[config.mk]
export PLATFORM = sky130hd
export DESIGN_NAME = shift_right_sequential_flat
export DESIGN_NICKNAME = d
export VERILOG_FILES = /design/src/rtl/shift_right_sequential_if.sv /design/src/rtl/shift_right_sequential.sv /design/src/flat_wrapper.sv
export SDC_FILE = /design/constraint.sdc
export NUM_CORES = 1
export LEC_CHECK = 0
export CORE_MARGIN = 2
export CORE_UTILIZATION = 49
export DETAILED_ROUTE_END_ITERATION = 8
export PLACE_DENSITY = 0.77
export SYNTH_ARGS = -nofsm -noshare
export SYNTH_HDL_FRONTEND = slang
export SYNTH_SLANG_ARGS = --single-unit
[constraint.sdc]
create_clock -name clk -period 2.1 [get_ports clk]
set_clock_uncertainty 0.2 [all_clocks]
set_input_delay 0.315 -clock clk [delete_from_list [all_inputs] [get_ports clk]]
set_output_delay 0.315 -clock clk [all_outputs]
set_load 0.01 [all_outputs]
[src/rtl/shift_right_sequential_if.sv]
// rtl/shift_right_sequential_if.sv - request/result handshake bundle for the sequential right shifter
interface shift_right_sequential_if #(
  parameter int N = 32
);
  localparam int S = $clog2(N);

  // Request side: operand, shift amount and mode, qualified by in_valid/in_ready
  logic         in_valid;
  logic         in_ready;
  logic [N-1:0] in;
  logic [S-1:0] shamt;
  logic         arith;

  // Result side: out is held stable while out_valid is high
  logic         out_valid;
  logic         out_ready;
  logic [N-1:0] out;

  // High while an operation is in flight or its result is waiting
  logic         busy;

  // Producer of requests and consumer of results
  modport master (
    output in_valid, in, shamt, arith, out_ready,
    input  in_ready, out_valid, out, busy
  );

  // The shifter itself
  modport slave (
    input  in_valid, in, shamt, arith, out_ready,
    output in_ready, out_valid, out, busy
  );
endinterface

[src/rtl/shift_right_sequential.sv]
// rtl/shift_right_sequential.sv - iterative log-stage logical/arithmetic right shifter
module shift_right_sequential #(
  parameter int N = 32
) (
  input  logic                    clk,
  input  logic                    rst,
  shift_right_sequential_if.slave bus
);
  localparam int S  = $clog2(N);
  // Stage counter runs 0..S; the extra value S marks "all stages applied"
  localparam int KW = $clog2(S + 1);
  localparam logic [KW-1:0] K_LAST = KW'(S);

  typedef enum logic [1:0] {
    S_IDLE,
    S_SHIFT,
    S_DONE
  } state_t;

  state_t        state_q;
  logic [N-1:0]  acc_q;
  logic [N-1:0]  acc_d;
  logic [N-1:0]  out_q;
  logic [S-1:0]  sh_q;
  logic          fill_q;
  logic [KW-1:0] k_q;
  logic          in_ready_q;
  logic          out_valid_q;
  logic          busy_q;

  // Single stage of the barrel: shift by 2^k when bit k of the latched amount is set
  always_comb begin
    acc_d = acc_q;
    for (int j = 0; j < S; j++) begin
      if (k_q == KW'(j) && sh_q[j]) begin
        acc_d = (acc_q >> (2 ** j)) | (fill_q ? ~({N{1'b1}} >> (2 ** j)) : '0);
      end
    end
  end

  // Control FSM with registered handshake outputs; fill is resolved once at accept
  always_ff @(posedge clk or negedge rst) begin
    if (!rst) begin
      state_q     <= S_IDLE;
      acc_q       <= '0;
      out_q       <= '0;
      sh_q        <= '0;
      fill_q      <= 1'b0;
      k_q         <= '0;
      in_ready_q  <= 1'b1;
      out_valid_q <= 1'b0;
      busy_q      <= 1'b0;
    end else begin
      unique case (state_q)
        S_IDLE: begin
          if (bus.in_valid && in_ready_q) begin
            acc_q      <= bus.in;
            sh_q       <= bus.shamt;
            fill_q     <= bus.arith & bus.in[N-1];
            k_q        <= '0;
            in_ready_q <= 1'b0;
            busy_q     <= 1'b1;
            state_q    <= S_SHIFT;
          end
        end
        S_SHIFT: begin
          if (k_q == K_LAST) begin
            out_q       <= acc_q;
            out_valid_q <= 1'b1;
            state_q     <= S_DONE;
          end else begin
            acc_q <= acc_d;
            k_q   <= k_q + 1'b1;
          end
        end
        S_DONE: begin
          if (bus.out_ready) begin
            out_valid_q <= 1'b0;
            in_ready_q  <= 1'b1;
            busy_q      <= 1'b0;
            k_q         <= '0;
            state_q     <= S_IDLE;
          end
        end
        default: begin
          state_q <= S_IDLE;
        end
      endcase
    end
  end

  assign bus.in_ready  = in_ready_q;
  assign bus.out_valid = out_valid_q;
  assign bus.out       = out_q;
  assign bus.busy      = busy_q;
endmodule

[src/flat_wrapper.sv]
// flat-port wrapper written by rule: the top's interface ports become plain ports
module shift_right_sequential_flat 
#(
  parameter int N = 32
)
  (clk, rst, bus_in_valid, bus_in, bus_shamt, bus_arith, bus_out_ready, bus_in_ready, bus_out_valid, bus_out, bus_busy);
  shift_right_sequential_if #(.N(N)) bus_i ();
  input  logic clk;
  input  logic rst;
  input wire logic [$bits(bus_i.in_valid)-1:0] bus_in_valid;
  input wire logic [$bits(bus_i.in)-1:0] bus_in;
  input wire logic [$bits(bus_i.shamt)-1:0] bus_shamt;
  input wire logic [$bits(bus_i.arith)-1:0] bus_arith;
  input wire logic [$bits(bus_i.out_ready)-1:0] bus_out_ready;
  output wire logic [$bits(bus_i.in_ready)-1:0] bus_in_ready;
  output wire logic [$bits(bus_i.out_valid)-1:0] bus_out_valid;
  output wire logic [$bits(bus_i.out)-1:0] bus_out;
  output wire logic [$bits(bus_i.busy)-1:0] bus_busy;
  assign bus_i.in_valid = bus_in_valid;
  assign bus_i.in = bus_in;
  assign bus_i.shamt = bus_shamt;
  assign bus_i.arith = bus_arith;
  assign bus_i.out_ready = bus_out_ready;
  assign bus_in_ready = bus_i.in_ready;
  assign bus_out_valid = bus_i.out_valid;
  assign bus_out = bus_i.out;
  assign bus_busy = bus_i.busy;
  shift_right_sequential #(.N(N)) u_core (.clk(clk), .rst(rst), .bus(bus_i));
endmodule
==> flow_summary.html <==
<table>
<tr><th>Metric</th><th>Value</th></tr>
<tr><th colspan="2">Run</th></tr>
<tr><td>Maximum Capacitance Violations</td><td>0</td></tr>
<tr><th colspan="2">Layout</th></tr>
<tr><td>Non-Filler Cell Area, Final</td><td>a little over 6000 um^2</td></tr>
<tr><td>Final instance count without filler cells</td><td>slightly below 700</td></tr>
<tr><td>Utilization after layout</td><td>65.7%</td></tr>
<tr><td>Share of post-route cells with drive strength above 1</td><td>between 20% and 30%</td></tr>
<tr><td>Total inserted antenna cells</td><td>0</td></tr>
<tr><td>Number of nets in the final layout</td><td>623</td></tr>
<tr><td>Area added between synthesis and finish</td><td>31.2%</td></tr>
<tr><th colspan="2">GRT</th></tr>
<tr><td>Total grt overflow</td><td>0</td></tr>
<tr><td>Largest net degree at the start of global routing</td><td>between 40 and 50</td></tr>
<tr><td>Via count of the first global-routing pass</td><td>roughly 4,300</td></tr>
<tr><td>Global-route usage over all layers</td><td>26.6%</td></tr>
<tr><td>Number of antenna violations at the first check in global routing</td><td>0</td></tr>
<tr><td>Wire length of the first global-routing pass</td><td>~21,000 um</td></tr>
<tr><th colspan="2">Logic synthesis</th></tr>
<tr><td>Distinct cells, synth</td><td>44</td></tr>
<tr><td>Most frequent cells after synthesis</td><td>sky130_fd_sc_hd__dfrtp_1 (77), sky130_fd_sc_hd__nand2_1 (73), sky130_fd_sc_hd__o21ai_0 (38)</td></tr>
<tr><td>Async set or reset register ratio after synthesis</td><td>100%</td></tr>
<tr><td>Post-synth design cell area</td><td>4600 um^2</td></tr>
<tr><td>Synth area leaders</td><td>sky130_fd_sc_hd__dfrtp_1 (42%), sky130_fd_sc_hd__mux2_2 (7.1%), sky130_fd_sc_hd__nand2_1 (6.0%)</td></tr>
<tr><td>Fraction of synthesized cell area taken by the top area cell type</td><td>41.8%</td></tr>
<tr><td>Register bit count reported by yosys</td><td>78</td></tr>
<tr><td>Most used flip-flop cell after synthesis</td><td>sky130_fd_sc_hd__dfrtp_1</td></tr>
<tr><td>Share of the yosys chip area belonging to registers</td><td>42.4%</td></tr>
<tr><td>Gate Count Post-Synth</td><td>around 500</td></tr>
<tr><td>Cell taking the most area after synthesis</td><td>sky130_fd_sc_hd__dfrtp_1</td></tr>
<tr><td>Cell with the most instances after synthesis</td><td>sky130_fd_sc_hd__dfrtp_1</td></tr>
<tr><td>Average instance area after synthesis</td><td>9.19 um^2</td></tr>
<tr><td>Number of synthesized flops with an enable pin</td><td>0</td></tr>
<tr><td>Synthesized netlist net count</td><td>548</td></tr>
<tr><td>Warnings from Yosys</td><td>0</td></tr>
<tr><th colspan="2">Setup path</th></tr>
<tr><td>R2R Path Start</td><td>u_core.k_q[0]</td></tr>
<tr><td>Worst endpoint required time</td><td>2.13 ns</td></tr>
<tr><td>Reg2Reg Setup Slack</td><td>-0.02 ns</td></tr>
<tr><td>Data arrival time of the critical path</td><td>between 2 and 2.5 ns</td></tr>
<tr><td>Endpoint kind of the worst setup timing path</td><td>register</td></tr>
<tr><td>Critical Path Slowest Stage Cell</td><td>sky130_fd_sc_hd__dfrtp_2</td></tr>
<tr><td>Reg-to-reg endpoint</td><td>u_core.acc_q[24]</td></tr>
<tr><td>Cell-by-cell listing of the critical path</td><td>ha_2 -&gt; ha_4 -&gt; nand2_4 -&gt; nand3_4 -&gt; o21ai_4 -&gt; buf_12 -&gt; buf_12 -&gt; a31oi_1 -&gt; a21o_1</td></tr>
<tr><td>Type of the worst setup path</td><td>reg -&gt; reg</td></tr>
<tr><td>Cell repeated most along the worst path</td><td>sky130_fd_sc_hd__buf_12</td></tr>
<tr><td>Largest stage delay on the critical path</td><td>0.46 ns</td></tr>
<tr><td>Crit path max fanout</td><td>8</td></tr>
<tr><td>Number of cell instances on the worst register-to-register path</td><td>9</td></tr>
<tr><td>Startpoint Class</td><td>register</td></tr>
<tr><th colspan="2">STA</th></tr>
<tr><td>Share of the clock period used by the worst path</td><td>101%</td></tr>
<tr><td>Worst Tran Pin Value</td><td>between 0.4 and 0.5 ns</td></tr>
<tr><td>Worst rel slew slack</td><td>67.5%</td></tr>
<tr><td>Finish-stage setup viols</td><td>3</td></tr>
<tr><td>Post-route setup TNS</td><td>-0.0351 ns</td></tr>
<tr><td>Pins Over Slew Limit</td><td>0</td></tr>
<tr><td>Clock period minus final worst setup slack</td><td>~2.1 ns</td></tr>
<tr><td>Final-report hold violation count</td><td>0</td></tr>
<tr><td>Final worst slack</td><td>-0.0173 ns</td></tr>
<tr><td>Unrepaired setup endpoints after global routing</td><td>yes</td></tr>
<tr><td>Highest Clock Rate</td><td>roughly 0.47 GHz</td></tr>
<tr><th colspan="2">Placement</th></tr>
<tr><td>Half-perimeter wire length of the detailed placement result</td><td>about 9000 um</td></tr>
<tr><td>Buffers on Ports</td><td>76</td></tr>
<tr><td>Dpl ws</td><td>-0.0959 ns</td></tr>
<tr><td>Post-Place Cells</td><td>approximately 670</td></tr>
<tr><td>Placement-stage cell area</td><td>5550 um^2</td></tr>
<tr><td>Routability congestion estimate</td><td>around 0.9</td></tr>
<tr><th colspan="2">Routing</th></tr>
<tr><td>Post-Route WL</td><td>13,800 um</td></tr>
<tr><td>DRC marker count from the first detailed-route iteration</td><td>between 400 and 500</td></tr>
<tr><td>Pre-Repair DR Iteration Count</td><td>8</td></tr>
<tr><td>Total number of vias</td><td>roughly 4,400</td></tr>
<tr><td># DRC</td><td>0</td></tr>
<tr><td>Detail-routed via count per cell</td><td>between 6 and 7</td></tr>
<tr><td>Detail Route Antenna Nets</td><td>0</td></tr>
<tr><td>DR WL/cell</td><td>about 20 um</td></tr>
<tr><th colspan="2">Pwr</th></tr>
<tr><td>IR Drop Worst-Case VDD</td><td>approximately 400 uV</td></tr>
<tr><td>Leakage Power</td><td>about 2.7 nW</td></tr>
<tr><td>Power density over the cells</td><td>468 nW/um^2</td></tr>
<tr><th colspan="2">Worst hold path</th></tr>
<tr><td>Tightest Hold Check Type</td><td>in -&gt; async</td></tr>
<tr><th colspan="2">Clock tree</th></tr>
<tr><td>Count of H-tree levels built during CTS</td><td>3</td></tr>
<tr><td>CTS tree</td><td>yes</td></tr>
<tr><td>Root buf cell</td><td>sky130_fd_sc_hd__clkbuf_8</td></tr>
<tr><td>Inserted Clock Buffers</td><td>9</td></tr>
<tr><td>Clock sink count</td><td>between 70 and 80</td></tr>
<tr><td>Clock-pin slew of the registers on the worst-case setup and hold paths</td><td>about 0.09 ns</td></tr>
<tr><td>Clock tree buffer depth</td><td>2</td></tr>
<tr><td>Worst-skew pair later-pin latency</td><td>approximately 0.35 ns</td></tr>
<tr><th colspan="2">Die</th></tr>
<tr><td>Die span in y</td><td>approximately 100 um</td></tr>
<tr><td>Cell Rows</td><td>35</td></tr>
<tr><td>Die outline area</td><td>between 10,000 and 15,000 um^2</td></tr>
<tr><td>Area of the core</td><td>between 9000 and 10,000 um^2</td></tr>
<tr><td>Die outline width</td><td>~100 um</td></tr>
<tr><td>Initial standard-cell utilization of the core</td><td>approximately half</td></tr>
<tr><td>I/O pin cnt</td><td>between 70 and 80</td></tr>
<tr><th colspan="2">Status</th></tr>
<tr><td>Result of the run</td><td>finished, violations left</td></tr>
<tr><td>Failing checks</td><td>negative setup slack</td></tr>
</table>
## metrics by stage
stage                     power, mW  hold WS (ns)
after floorplan                1.56        -0.181
after global placement         1.69        0.0944
after detailed placement       1.69        0.0928
after CTS                      2.85         0.248
after global routing           2.93         0.284
final                          2.83         0.242
## timing repair
item	in CTS	in global routing
gates cloned	1	2
hold buffers	1	0
setup buffers	3	3
resized for setup	11	32
endpoints found under the setup margin	29	31
pin swaps	2	9
endpoints found under the hold margin	32	0
## critical path, delay by kind of cell (launching register included)
kind            cells  cell delay, ns
compound gates      3            0.47
buf+inv             2            0.26
flops               1            0.46
fa+ha+maj           2            0.40
simple gates        2            0.19
## report_power, final
| group | internal (mW) | total, mW | switching [mW] |
|---|---|---|---|
| clock | 0.564 | 1.17 | 0.607 |
| combinational | 0.0948 | 0.160 | 0.0648 |
| sequential | 1.50 | 1.50 | 0 |
| total | 2.16 | 2.83 | 0.672 |
## cells in the final DEF, fill, tap and decap left out, types with 9 or more instances in the layout
cell,count
sky130_fd_sc_hd__clkdlybuf4s50_1,75
sky130_fd_sc_hd__dfrtp_1,75
sky130_fd_sc_hd__nand2_1,72
sky130_fd_sc_hd__a21oi_1,37
sky130_fd_sc_hd__o21ai_0,34
sky130_fd_sc_hd__mux2_2,29
sky130_fd_sc_hd__a211oi_1,25
sky130_fd_sc_hd__o22ai_1,23
sky130_fd_sc_hd__buf_4,22
sky130_fd_sc_hd__o21ai_1,21
sky130_fd_sc_hd__nand3_1,19
sky130_fd_sc_hd__mux2i_1,19
sky130_fd_sc_hd__nor2_1,15
sky130_fd_sc_hd__inv_1,12
sky130_fd_sc_hd__buf_12,11
sky130_fd_sc_hd__clkbuf_8,9
## per-layer routing
| metal | global-route usage, % | routed length (um) | vias up |
|---|---|---|---|
| met5 | 0 | 0 | - |
| met2 | 42.7 | 6590 | 301 |
| li1 | - | - | 1975 |
| met1 | 34.6 | 5300 | 2087 |
| met4 | 12.9 | 627 | 0 |
| met3 | 5.06 | 1310 | 79 |
## how the worst max path moves through the flow
stage	to	start	cells after the start	slack (ns)
floorplan	u_core.acc_q[30]	u_core.k_q[0]	8	0.07
global placement	u_core.acc_q[8]	u_core.k_q[1]	8	0.006
detailed placement	u_core.acc_q[3]	u_core.k_q[1]	8	-0.1
CTS	u_core.acc_q[30]	u_core.k_q[0]	8	-0.005
global route	u_core.acc_q[30]	u_core.k_q[1]	8	-0.09
finish	u_core.acc_q[24]	u_core.k_q[0]	9	-0.02
## kinds of logic after synthesis
group,synth area share [%]
AO/OA/AOI/OAI,24.6
AND/OR/NAND/NOR,12.8
flip-flops,42.4
buffers and inverters,7.36
multiplexers,11.4
adder cells (fa/ha/maj),1.36
## layout make-up
| cell class | instances | area (um^2) |
|---|---|---|
| timing repair buffer | 114 | 1230 |
| fill | 723 | 3150 |
| clock inverter | 7 | 80.1 |
| sequential | 78 | 1960 |
| clock buffer | 9 | 124 |
| inverter | 14 | 52.6 |
| multi-input combinational | 359 | 2460 |
| tap | 111 | 139 |
## state kept, by name, summed over array words and instances (netlist names)
signal                count
u_core.bus.busy           1
u_core.sh_q               5
u_core.bus.in_ready       1
u_core.k_q                3
u_core.bus.out_valid      1
u_core.state_q            2
u_core.acc_q             32
u_core.bus.out           32
u_core.fill_q             1
(Power assumes the default switching activity.)
